`config.mk`:
```
export PLATFORM = sky130hd
export DESIGN_NAME = fp_adder_pack_result
export DESIGN_NICKNAME = d
export VERILOG_FILES = /design/src/rtl/fp_adder_pack_result.sv
export SDC_FILE = /design/constraint.sdc
export NUM_CORES = 1
export LEC_CHECK = 0
export BUFFER_PORTS_ARGS = -buffer_cell sky130_fd_sc_hd__buf_2
export CAP_MARGIN = 30
export CORE_UTILIZATION = 60
export DETAILED_ROUTE_END_ITERATION = 7
export GPL_TIMING_DRIVEN = 0
export PLACE_DENSITY_LB_ADDON = 0.15
export SETUP_SLACK_MARGIN = 0.1
export SYNTH_ARGS = -nofsm -noshare
export SYNTH_HDL_FRONTEND = slang
export SYNTH_SLANG_ARGS = --single-unit
```
`constraint.sdc`:
```
create_clock -name clk -period 3.5 [get_ports clk]
set_input_delay 0.7 -clock clk [delete_from_list [all_inputs] [get_ports clk]]
set_output_delay 0.7 -clock clk [all_outputs]
set_load 0.02 [all_outputs]
```
`src/rtl/fp_adder_pack_result.sv`:
```
// ============================================================================
// Module      : fp_adder_pack_result
// Description : Final floating point adder stage. It applies round-to-nearest-
//               even, packs the IEEE result word and exception flags, and
//               delivers them through a 2-entry valid/ready output buffer.
// Revision    : 1.0 - initial release
// ============================================================================
`default_nettype none

module fp_adder_pack_result #(
    parameter int DATA_FORMAT = 0,   // 0: FP32, 1: FP64, 2: FP16
    localparam int E = (DATA_FORMAT == 1) ? 11 : (DATA_FORMAT == 2) ? 5 : 8,
    localparam int M = (DATA_FORMAT == 1) ? 52 : (DATA_FORMAT == 2) ? 10 : 23,
    localparam int W = 1 + E + M
) (
    input  logic           clk,
    input  logic           rst_n,
    input  logic           in_valid,
    output logic           in_ready,
    input  logic [1:0]     special,
    input  logic           a_sign,
    input  logic           b_sign,
    input  logic           a_is_inf,
    input  logic           norm_sign,
    input  logic [E+1:0]   norm_exp,
    input  logic [M+3:0]   norm_mant,
    output logic           out_valid,
    input  logic           out_ready,
    output logic [W-1:0]   result,
    output logic [2:0]     out_flags
);

    // Stage-1 classifier codes
    localparam logic [1:0] C_SP_NORMAL = 2'd0;
    localparam logic [1:0] C_SP_ZERO   = 2'd1;
    localparam logic [1:0] C_SP_INF    = 2'd2;

    localparam logic [E+1:0] C_EXP_MAX = {2'b00, {E{1'b1}}};

    logic             w_lsb;
    logic             w_guard;
    logic             w_rs;
    logic             w_inexact;
    logic             w_round_up;
    logic [M+1:0]     w_sig;
    logic [E+2:0]     w_exp_r;
    logic [M-1:0]     w_frac;
    logic             w_ovf;
    logic             w_unf;
    logic [W-1:0]     w_word;
    logic [2:0]       w_flags;

    always_comb begin
        w_lsb      = norm_mant[3];
        w_guard    = norm_mant[2];
        w_rs       = norm_mant[1] | norm_mant[0];
        w_inexact  = w_guard | w_rs;
        w_round_up = w_guard & (w_rs | w_lsb);
        w_sig      = {1'b0, norm_mant[M+3:3]} + {{(M+1){1'b0}}, w_round_up};
        // Sign-extend so the post-rounding increment cannot wrap.
        w_exp_r    = {norm_exp[E+1], norm_exp} + {{(E+2){1'b0}}, w_sig[M+1]};
        w_frac     = w_sig[M+1] ? w_sig[M:1] : w_sig[M-1:0];
        w_ovf      = ~w_exp_r[E+2] & (w_exp_r[E+1:0] >= C_EXP_MAX);
        w_unf      = w_exp_r[E+2] | (w_exp_r == '0);
    end

    always_comb begin
        w_word  = '0;
        w_flags = 3'b000;
        case (special)
            C_SP_NORMAL: begin
                if (norm_mant == '0) begin
                    w_word  = '0;
                    w_flags = 3'b000;
                end else if (w_ovf) begin
                    w_word  = {norm_sign, {E{1'b1}}, {M{1'b0}}};
                    w_flags = 3'b101;
                end else if (w_unf) begin
                    w_word  = {norm_sign, {(W-1){1'b0}}};
                    w_flags = 3'b011;
                end else begin
                    w_word  = {norm_sign, w_exp_r[E-1:0], w_frac};
                    w_flags = {2'b00, w_inexact};
                end
            end
            C_SP_ZERO: begin
                w_word = {a_sign & b_sign, {(W-1){1'b0}}};
            end
            C_SP_INF: begin
                w_word = {a_is_inf ? a_sign : b_sign, {E{1'b1}}, {M{1'b0}}};
            end
            default: begin
                w_word = {1'b0, {E{1'b1}}, 1'b1, {(M-1){1'b0}}};
            end
        endcase
    end

    // 2-entry FIFO holding {flags, word}
    logic [W+2:0] r_mem [2];
    logic         r_wr_ptr;
    logic         r_rd_ptr;
    logic [1:0]   r_count;
    logic         w_push;
    logic         w_pop;

    assign in_ready  = (r_count < 2'd2);
    assign out_valid = (r_count != 2'd0);
    assign w_push    = in_valid & in_ready;
    assign w_pop     = out_valid & out_ready;
    assign {out_flags, result} = r_mem[r_rd_ptr];

    always_ff @(posedge clk or negedge rst_n) begin
        if (!rst_n) begin
            r_mem[0] <= '0;
            r_mem[1] <= '0;
            r_wr_ptr <= 1'b0;
            r_rd_ptr <= 1'b0;
            r_count  <= 2'd0;
        end else begin
            if (w_push) begin
                r_mem[r_wr_ptr] <= {w_flags, w_word};
                r_wr_ptr        <= ~r_wr_ptr;
            end
            if (w_pop) begin
                r_rd_ptr <= ~r_rd_ptr;
            end
            case ({w_push, w_pop})
                2'b10:   r_count <= r_count + 2'd1;
                2'b01:   r_count <= r_count - 2'd1;
                default: r_count <= r_count;
            endcase
        end
    end

endmodule

`default_nettype wire
```
==> impl_table.tex, run 1 <==
\begin{tabular}{lr}
\hline
Metric & Value \\
\hline
\multicolumn{2}{l}{\textbf{Route}} \\
\quad Detail-routed via count per cell & 6.14 \\
\quad DRC violation total after the first TritonRoute iteration & 388 \\
\quad Post-route ant nets & 0 \\
\quad WL/cell & 17.6 um \\
\quad Total number of vias & 4187 \\
\quad Drc violations & 2 \\
\quad Total wirelength of the detailed-routed design & 12000 um \\
\quad Met1 Wirelength & 5270 um \\
\quad WL met3 & 845 um \\
\quad Pre-Repair DR Iteration Count & 8 \\
\quad Top routing layer in use & met4 \\
\quad Met2 wire length & 5650 um \\
\multicolumn{2}{l}{\textbf{Yosys}} \\
\quad Post-synth top area share & 0.414 \\
\quad Count of yosys warnings during synthesis & 0 \\
\quad Cells taking the most area after synthesis & sky130\_fd\_sc\_hd\_\_dfrtp\_1, sky130\_fd\_sc\_hd\_\_mux2\_2, sky130\_fd\_sc\_hd\_\_o31ai\_1 \\
\quad Post-synthesis instance area & 0.00448 mm2 \\
\quad Post-synth top area cell & sky130\_fd\_sc\_hd\_\_dfrtp\_1 \\
\quad Count of state elements after synthesis & 74 \\
\quad Total nets after synthesis & 527 \\
\quad Unique masters post-synth & 59 \\
\quad Mean instance size in the synthesized netlist & 9.48 um2 \\
\quad Fraction of synthesis flops using an asynchronous set or reset pin & 1.00 \\
\quad Most common flop cell mapped by yosys & sky130\_fd\_sc\_hd\_\_dfrtp\_1 \\
\quad Seq/Total Area, Yosys & 0.414 \\
\quad Number of flops mapped to enable cells by yosys & 0 \\
\quad Post-synthesis cell count & 472 \\
\multicolumn{2}{l}{\textbf{Cells and area}} \\
\quad \# nets final & 633 \\
\quad Layout area overhead & 23.5\% \\
\quad Filler Cells Inserted & 513 \\
\quad Fraction of layout cells with a size suffix above 1 & 0.326 \\
\quad Number of inserted diodes & 0 \\
\quad Post-Route Utilization & 0.766 \\
\multicolumn{2}{l}{\textbf{Place}} \\
\quad Final Wtd Congestion & 0.944 \\
\quad Number of buffer cells added on primary ports & 82 \\
\quad Dpl hpwl & 8320 um \\
\multicolumn{2}{l}{\textbf{STA}} \\
\quad Final period util & 0.952 \\
\quad Number of endpoints failing setup at the final stage & 0 \\
\quad Count of pins over their slew limit & 0 \\
\quad Minimum period implied by the final worst setup slack & 3330 ps \\
\quad Minimum hold slack & 477 ps \\
\quad Total count of hold-check failures in the final report & 0 \\
\quad Maximum clock skew at final layout & 10.5 ps \\
\quad Max Fclk & 300 MHz \\
\quad Unrepaired setup endpoints after global routing & no \\
\quad Worst relative slew slack & 0.383 \\
\quad Transition at the pin with the smallest max-transition slack & 926 ps \\
\multicolumn{2}{l}{\textbf{Clock tree}} \\
\quad Clock network latency to the later pin of the worst-skew pair & 360 ps \\
\quad H-Tree Level Count & 3 \\
\quad Maximum clock insertion buffer count & 2 \\
\quad CTS tree & built \\
\quad Clock edge transition at the registers on the reported setup and hold paths & 80 ps \\
\quad Count of clock tree sinks & 74 \\
\quad CTS buffer count & 9 \\
\quad Number of hold buffers added after cts & 0 \\
\quad Clock root cell & sky130\_fd\_sc\_hd\_\_clkbuf\_8 \\
\multicolumn{2}{l}{\textbf{Die}} \\
\quad Number of top-level design ports & 84 \\
\quad Area of the core region & 0.00721 mm2 \\
\quad Die H & 88.4 um \\
\quad Die area & 0.00781 mm2 \\
\quad Number of standard-cell rows in the floorplan & 31 \\
\quad Width of the die & 88.4 um \\
\quad Initial standard-cell utilization of the core & 0.620 \\
\multicolumn{2}{l}{\textbf{Critical path}} \\
\quad Category of the critical setup timing path & in2reg \\
\quad Worst Setup Start Kind & input pin \\
\quad Arr. time, crit path & 3590 ps \\
\quad Crit path required time & 3760 ps \\
\quad Crit path max fanout & 6 \\
\quad Endpoint class of the critical path & flip-flop \\
\multicolumn{2}{l}{\textbf{Job}} \\
\quad \# Max-Cap Violations & 0 \\
\multicolumn{2}{l}{\textbf{Power}} \\
\quad Cell leakage power & 2.54 nW \\
\quad IR drop worst, VDD & 320 uV \\
\quad Areal power density over the cells & 549 mW/mm2 \\
\multicolumn{2}{l}{\textbf{GRT}} \\
\quad Number of global-route vias before repair & 3778 \\
\quad Wire length of the first global-routing pass & 18400 um \\
\quad Global-route total usage across every layer & 0.310 \\
\quad Grt ovf & 0 \\
\quad Largest net degree at the start of global routing & 75 \\
\quad Number of antenna violations at the first check in global routing & 0 \\
\multicolumn{2}{l}{\textbf{Outcome}} \\
\quad Status & finished with violations \\
\quad Failing checks & design-rule violations \\
\multicolumn{2}{l}{\textbf{Hold path}} \\
\quad Class of the most critical hold timing path & reg2reg \\
\hline
\end{tabular}
metal layers:
metal | vias up | track usage
li1 | 1916 | -
met1 | 2025 | 0.434
met2 | 208 | 0.501
met3 | 38 | 0.0345
met4 | 0 | 0.111
met5 | - | 0
sequential cells by signal, summed over array words and instances (netlist names):
register / flops
r_wr_ptr: 1
r_mem: 70
r_rd_ptr: 1
r_count: 2
kinds of logic (layout without fill, tap and decap cells):
| group | Yosys count | in the layout | share of synthesized area |
|---|---|---|---|
| AOI/OAI and AO/OA | 106 | 106 | 0.171 |
| xor gates and xnor gates | 27 | 27 | 0.0545 |
| adders and majority gates | 8 | 8 | 0.0224 |
| buffers and inverters | 30 | 141 | 0.0288 |
| DFF | 74 | 74 | 0.414 |
| muxes | 38 | 38 | 0.0948 |
| and+or+nand+nor | 189 | 189 | 0.215 |
final timing paths:
check	startpoint	to	slack (ps)	cells past startpoint
worst min register to register	r_mem[43]	r_mem[43]	480	2
worst min-delay path	r_mem[43]	r_mem[43]	480	2
max in group asynchronous	rst_n	r_mem[37]	2420	1
min in group asynchronous	rst_n	r_rd_ptr	490	1
worst max register to register	r_count[1]	r_mem[22]	1700	5
worst max-delay path	norm_mant[3]	r_mem[37]	170	15
area by class of cell:
class,count,area (um2),share of cell area
clock buffers,12,145,0.0263
well taps,99,124,0.0224
clock inverters,4,51.3,0.00928
multi-input cells,368,2670,0.482
repair buffers,95,532,0.0962
plain buffers,23,130,0.0236
flip-flops and latches,74,1850,0.335
inverters,7,26.3,0.00476
synth_stat cells, types with 5 or more instances:
| library cell | instances |
|---|---|
| sky130_fd_sc_hd__dfrtp_1 | 74 |
| sky130_fd_sc_hd__nand2_1 | 73 |
| sky130_fd_sc_hd__nor2_1 | 46 |
| sky130_fd_sc_hd__o31ai_1 | 45 |
| sky130_fd_sc_hd__mux2_2 | 35 |
| sky130_fd_sc_hd__a21oi_1 | 25 |
| sky130_fd_sc_hd__clkbuf_1 | 17 |
| sky130_fd_sc_hd__xnor2_1 | 15 |
| sky130_fd_sc_hd__nand3_1 | 12 |
| sky130_fd_sc_hd__o21ai_0 | 11 |
| sky130_fd_sc_hd__xor2_1 | 11 |
| sky130_fd_sc_hd__and3_1 | 9 |
| sky130_fd_sc_hd__ha_1 | 8 |
| sky130_fd_sc_hd__inv_1 | 7 |
| sky130_fd_sc_hd__and4_1 | 6 |
| sky130_fd_sc_hd__nor3_1 | 6 |
| sky130_fd_sc_hd__nor4_1 | 6 |
| sky130_fd_sc_hd__nand4_1 | 5 |
| sky130_fd_sc_hd__o21a_1 | 5 |
report_power, final:
part           internal, W  switching (W)  total [W]  leakage (nW)
registers          0.00105       0.000100    0.00115         0.970
logic             0.000454       0.000755    0.00121          1.47
clock network     0.000350       0.000328   0.000677        0.0966
stage by stage:
step	total power, W	std cells	setup TNS [ps]	cell area [um2]	setup WS [ps]
final	0.00303	682	0	5530	167
after global routing	0.00318	682	0	5530	72.1
after CTS	0.00301	676	0	5400	74.5
after detailed placement	0.00234	653	-20350	5090	-513
after global placement	0.00230	653	-16280	5090	-427
after floorplan	0.00195	472	0	4550	133
placed cells by master, fill, tap and decap left out, types with 3 or more instances in the layout:
master,Yosys,final
sky130_fd_sc_hd__nand4_1,5,5
sky130_fd_sc_hd__mux2_2,35,35
sky130_fd_sc_hd__nand2_1,73,72
sky130_fd_sc_hd__ha_1,8,5
sky130_fd_sc_hd__mux2i_1,3,3
sky130_fd_sc_hd__or2_2,3,3
sky130_fd_sc_hd__and4_1,6,4
sky130_fd_sc_hd__a21oi_1,25,25
sky130_fd_sc_hd__o21ai_0,11,11
sky130_fd_sc_hd__nor3_1,6,6
sky130_fd_sc_hd__nand3_1,12,12
sky130_fd_sc_hd__clkbuf_8,0,10
sky130_fd_sc_hd__xor2_1,11,10
sky130_fd_sc_hd__o211ai_1,3,3
sky130_fd_sc_hd__and3_1,9,9
sky130_fd_sc_hd__dfrtp_1,74,74
sky130_fd_sc_hd__o31ai_1,45,37
sky130_fd_sc_hd__inv_1,7,7
sky130_fd_sc_hd__clkbuf_1,17,19
sky130_fd_sc_hd__xnor2_1,15,13
sky130_fd_sc_hd__nor4_1,6,6
sky130_fd_sc_hd__buf_2,4,82
sky130_fd_sc_hd__nor2_1,46,45
sky130_fd_sc_hd__buf_4,0,12
sky130_fd_sc_hd__buf_6,0,3
sky130_fd_sc_hd__o31ai_2,1,9
sky130_fd_sc_hd__o21a_1,5,5
sky130_fd_sc_hd__and4_4,1,3
worst max-delay path, stage by stage:
cell and delay (ps):
sky130_fd_sc_hd__buf_2 130, sky130_fd_sc_hd__and2_1 140, sky130_fd_sc_hd__ha_2 210, sky130_fd_sc_hd__nand3_4 100
sky130_fd_sc_hd__nor4_4 200, sky130_fd_sc_hd__and3_4 250, sky130_fd_sc_hd__buf_12 120, sky130_fd_sc_hd__ha_4 150
sky130_fd_sc_hd__and2_4 180, sky130_fd_sc_hd__and3_4 210, sky130_fd_sc_hd__xor2_2 90, sky130_fd_sc_hd__a41oi_4 390
sky130_fd_sc_hd__nand4_4 230, sky130_fd_sc_hd__clkbuf_16 230, sky130_fd_sc_hd__o31ai_2 230
what timing repair did:
action,in CTS,in global routing
endpoints found under the setup margin,46,48
cloned,0,1
setup buffers,7,5
gates resized for setup,13,11
pin swaps,9,5
endpoints found under the hold margin,0,0
Note: power is estimated with default switching activity, not from simulation.
==> inputs of run 2 (changes only) <==
Settings changed: CORE_MARGIN from default to 4, RECOVER_POWER from default to 25.
==> run 2 against run 1 <==
Compared with the run above:
- the run ends with max-capacitance violations, max-slew violations left
- sequential power barely moved
- flip-flop and latch count did not move
- maximum frequency rose by 1.7%
- clock skew fell by 0.70 ps
- via count fell by 1.4%
- critical path type unchanged
- critical endpoint is now r_mem[12]
- largest power group unchanged
==> impl_table.tex, run 2 (synthesis results as in run 1) <==
\begin{tabular}{lr}
\hline
Metric & Value \\
\hline
\multicolumn{2}{l}{\textbf{Power}} \\
\quad Fraction of power consumed by combinational cells & 0.392 (was 0.399) \\
\quad Total power of the final layout & 0.00310 W (was 0.00303 W) \\
\quad IR drop worst, VDD & 286 uV (was 320 uV) \\
\quad Areal power density over the cells & 558 mW/mm2 (was 549 mW/mm2) \\
\quad Clk pwr share & 0.237 (was 0.223) \\
\quad P\_int & 0.00191 W (was 0.00185 W) \\
\quad Switching power summed over all nets & 0.00119 W (was 0.00118 W) \\
\quad Cell leakage power & 2.53 nW (was 2.54 nW) \\
\quad Part of the power in registers & 0.371 (was 0.378) \\
\quad Sw Ratio & 0.385 (was 0.390) \\
\multicolumn{2}{l}{\textbf{Clock tree}} \\
\quad CTS tree & built (unchanged) \\
\quad Count of clock tree sinks & 74 (unchanged) \\
\quad Clock root cell & sky130\_fd\_sc\_hd\_\_clkbuf\_8 (unchanged) \\
\quad Maximum clock insertion buffer count & 2 (unchanged) \\
\quad H-Tree Level Count & 3 (unchanged) \\
\quad Clock network latency to the later pin of the worst-skew pair & 350 ps (was 360 ps) \\
\quad Clock edge transition at the registers on the reported setup and hold paths & 80 ps (about the same) \\
\quad CTS buffer count & 9 (unchanged) \\
\quad Number of hold buffers added after cts & 0 (unchanged) \\
\multicolumn{2}{l}{\textbf{Cells and area}} \\
\quad Layout area overhead & 24.2\% (was 23.5\%) \\
\quad Filler Cells Inserted & 533 (was 513) \\
\quad Number of inserted diodes & 0 (unchanged) \\
\quad Largest registers & r\_mem (70), r\_count (2) (unchanged) \\
\quad Register with the highest flop count & r\_mem (unchanged) \\
\quad Number of flip-flops in the largest register & 70 (unchanged) \\
\quad \# nets final & 636 (was 633) \\
\quad Commonest cells after routing, fill and taps aside & sky130\_fd\_sc\_hd\_\_buf\_2, sky130\_fd\_sc\_hd\_\_dfrtp\_1, sky130\_fd\_sc\_hd\_\_nand2\_1, sky130\_fd\_sc\_hd\_\_nor2\_1, sky130\_fd\_sc\_hd\_\_o31ai\_1 (unchanged) \\
\quad Commonest non-fill, non-tap cell in the layout & sky130\_fd\_sc\_hd\_\_buf\_2 (unchanged) \\
\quad Fraction of layout cells with a size suffix above 1 & 0.326 (about the same) \\
\multicolumn{2}{l}{\textbf{Critical path}} \\
\quad Crit path required time & 3760 ps (about the same) \\
\quad Max stage delay on crit path & 310 ps (was 390 ps) \\
\quad Cell-by-cell trace of the critical path & buf\_2 -> and2\_4 -> ha\_4 -> nand3\_4 -> nor4\_4 -> and3\_4 -> buf\_12 -> ha\_4 -> and4\_4 -> nand2\_2 -> xnor2\_2 -> a41oi\_4 -> buf\_4 -> nand4\_4 -> buf\_6 -> o31ai\_1 (was buf\_2 -> and2\_1 -> ha\_2 -> nand3\_4 -> nor4\_4 -> and3\_4 -> buf\_12 -> ha\_4 -> and2\_4 -> and3\_4 -> xor2\_2 -> a41oi\_4 -> nand4\_4 -> clkbuf\_16 -> o31ai\_2) \\
\quad Endpoint class of the critical path & flip-flop (unchanged) \\
\quad Category of the critical setup timing path & in2reg (unchanged) \\
\quad Cell with the biggest individual delay on the critical path & sky130\_fd\_sc\_hd\_\_a41oi\_4 (unchanged) \\
\quad Cell type with the highest occurrence count on the critical path & sky130\_fd\_sc\_hd\_\_ha\_4 (was sky130\_fd\_sc\_hd\_\_and3\_4) \\
\quad Worst Setup Start Kind & input pin (unchanged) \\
\quad Crit path max fanout & 11 (was 6) \\
\quad Arr. time, crit path & 3530 ps (was 3590 ps) \\
\multicolumn{2}{l}{\textbf{Route}} \\
\quad Pre-Repair DR Iteration Count & 5 (was 8) \\
\quad WL/cell & 17.8 um (was 17.6 um) \\
\quad Post-route ant nets & 0 (unchanged) \\
\quad DRC violation total after the first TritonRoute iteration & 298 (was 388) \\
\quad Total number of vias & 4129 (was 4187) \\
\quad Detail-routed via count per cell & 6.03 (was 6.14) \\
\quad Total wirelength of the detailed-routed design & 12200 um (was 12000 um) \\
\quad Drc violations & 0 (was 2) \\
\multicolumn{2}{l}{\textbf{Die}} \\
\quad Die area & 0.00890 mm2 (was 0.00781 mm2) \\
\quad Width of the die & 94.4 um (was 88.4 um) \\
\quad Initial standard-cell utilization of the core & 0.617 (was 0.620) \\
\quad Number of standard-cell rows in the floorplan & 31 (unchanged) \\
\quad Die H & 94.4 um (was 88.4 um) \\
\quad Number of top-level design ports & 84 (unchanged) \\
\quad Area of the core region & 0.00725 mm2 (was 0.00721 mm2) \\
\multicolumn{2}{l}{\textbf{STA}} \\
\quad Total count of hold-check failures in the final report & 0 (unchanged) \\
\quad Unrepaired setup endpoints after global routing & yes (was no) \\
\quad Maximum clock skew at final layout & 9.77 ps (was 10.5 ps) \\
\quad Max Fclk & 305 MHz (was 300 MHz) \\
\quad Minimum hold slack & 479 ps (was 477 ps) \\
\quad Worst relative slew slack & -0.209 (was 0.383) \\
\quad Minimum period implied by the final worst setup slack & 3280 ps (was 3330 ps) \\
\quad Total Neg Setup Slack & 0 ps (unchanged) \\
\quad Count of pins over their slew limit & 75 (was 0) \\
\quad Final period util & 0.936 (was 0.952) \\
\quad Transition at the pin with the smallest max-transition slack & 1810 ps (was 926 ps) \\
\quad Number of endpoints failing setup at the final stage & 0 (unchanged) \\
\multicolumn{2}{l}{\textbf{GRT}} \\
\quad Largest net degree at the start of global routing & 75 (unchanged) \\
\quad Global-route total usage across every layer & 0.282 (was 0.310) \\
\quad Number of antenna violations at the first check in global routing & 0 (unchanged) \\
\quad Wire length of the first global-routing pass & 19500 um (was 18400 um) \\
\quad Number of global-route vias before repair & 4020 (was 3778) \\
\quad Grt ovf & 0 (unchanged) \\
\multicolumn{2}{l}{\textbf{Hold path}} \\
\quad Class of the most critical hold timing path & reg2reg (unchanged) \\
\multicolumn{2}{l}{\textbf{Outcome}} \\
\quad Status & finished with violations (unchanged) \\
\quad Failing checks & max-capacitance violations, max-slew violations (was design-rule violations) \\
\multicolumn{2}{l}{\textbf{Job}} \\
\quad \# Max-Cap Violations & 1 (was 0) \\
\multicolumn{2}{l}{\textbf{Place}} \\
\quad Dpl hpwl & 8600 um (was 8320 um) \\
\quad Final Wtd Congestion & 0.854 (was 0.944) \\
\quad Number of buffer cells added on primary ports & 82 (unchanged) \\
\hline
\end{tabular}
==> run 2: through the flow <==
stage,util,std cells,cell area (um2),setup WS [ps]
2_1_floorplan,-,472,4550,133
3_3_place_gp,0.701,653,5090,-450
3_5_place_dp,0.706,654,5120,-486
4_1_cts,0.763,683,5530,87.2
5_1_grt,0.766,685,5560,89.5
6_report,0.766,685,5560,224
==> run 2: critical path, delay by kind of cell <==
| family | cells | cell delay [ps] |
|---|---|---|
| AOI/OAI and AO/OA | 2 | 560 |
| adders and majority gates | 2 | 300 |
| and+or+nand+nor | 7 | 1150 |
| buffers and inverters | 4 | 620 |
| xor gates and xnor gates | 1 | 180 |
==> run 2: final timing paths <==
path | start | endpoint | slack, ps | cells past startpoint
setup / recovery | norm_mant[3] | r_mem[12] | 220 | 16
hold / removal | r_mem[42] | r_mem[42] | 480 | 2
setup reg to reg | r_count[1] | r_mem[64] | 1660 | 6
hold reg to reg | r_mem[42] | r_mem[42] | 480 | 2
max in group asynchronous | rst_n | r_mem[39] | 1490 | 2
min in group asynchronous | rst_n | r_count[0] | 940 | 2
==> run 2: layout make-up <==
type	instances	area, um2	share of cell area
multi-input combinational	368	2650	0.477
tap	99	124	0.0223
buffer	23	130	0.0234
sequential	74	1850	0.333
clock inverter	6	90.1	0.0162
timing repair buffer	98	556	0.100
inverter	7	26.3	0.00473
clock buffer	10	128	0.0230
==> run 2: repair_timing <==
action,CTS,global route
resized for setup,13,7
setup endpoints to repair,44,50
setup buffers,12,2
pin swaps,8,5
gates cloned,1,0
==> run 2: power by group through the flow <==
stage / registers (W) / clock network, W / logic [W]
floorplan: 0.00113 / 0 / 0.000822
global placement: 0.00115 / 0 / 0.00116
detailed placement: 0.00116 / 0 / 0.00119
CTS: 0.00115 / 0.000735 / 0.00121
global route: 0.00117 / 0.000783 / 0.00132
finish: 0.00115 / 0.000734 / 0.00121
==> run 2: routing by layer <==
layer  share of wire  global-route usage  routed length [um]
met1            0.44               0.387                5330
met2            0.49               0.461                5930
met3           0.062              0.0550                 755
met4           0.015              0.0758                 184
met5               0                   0                   0
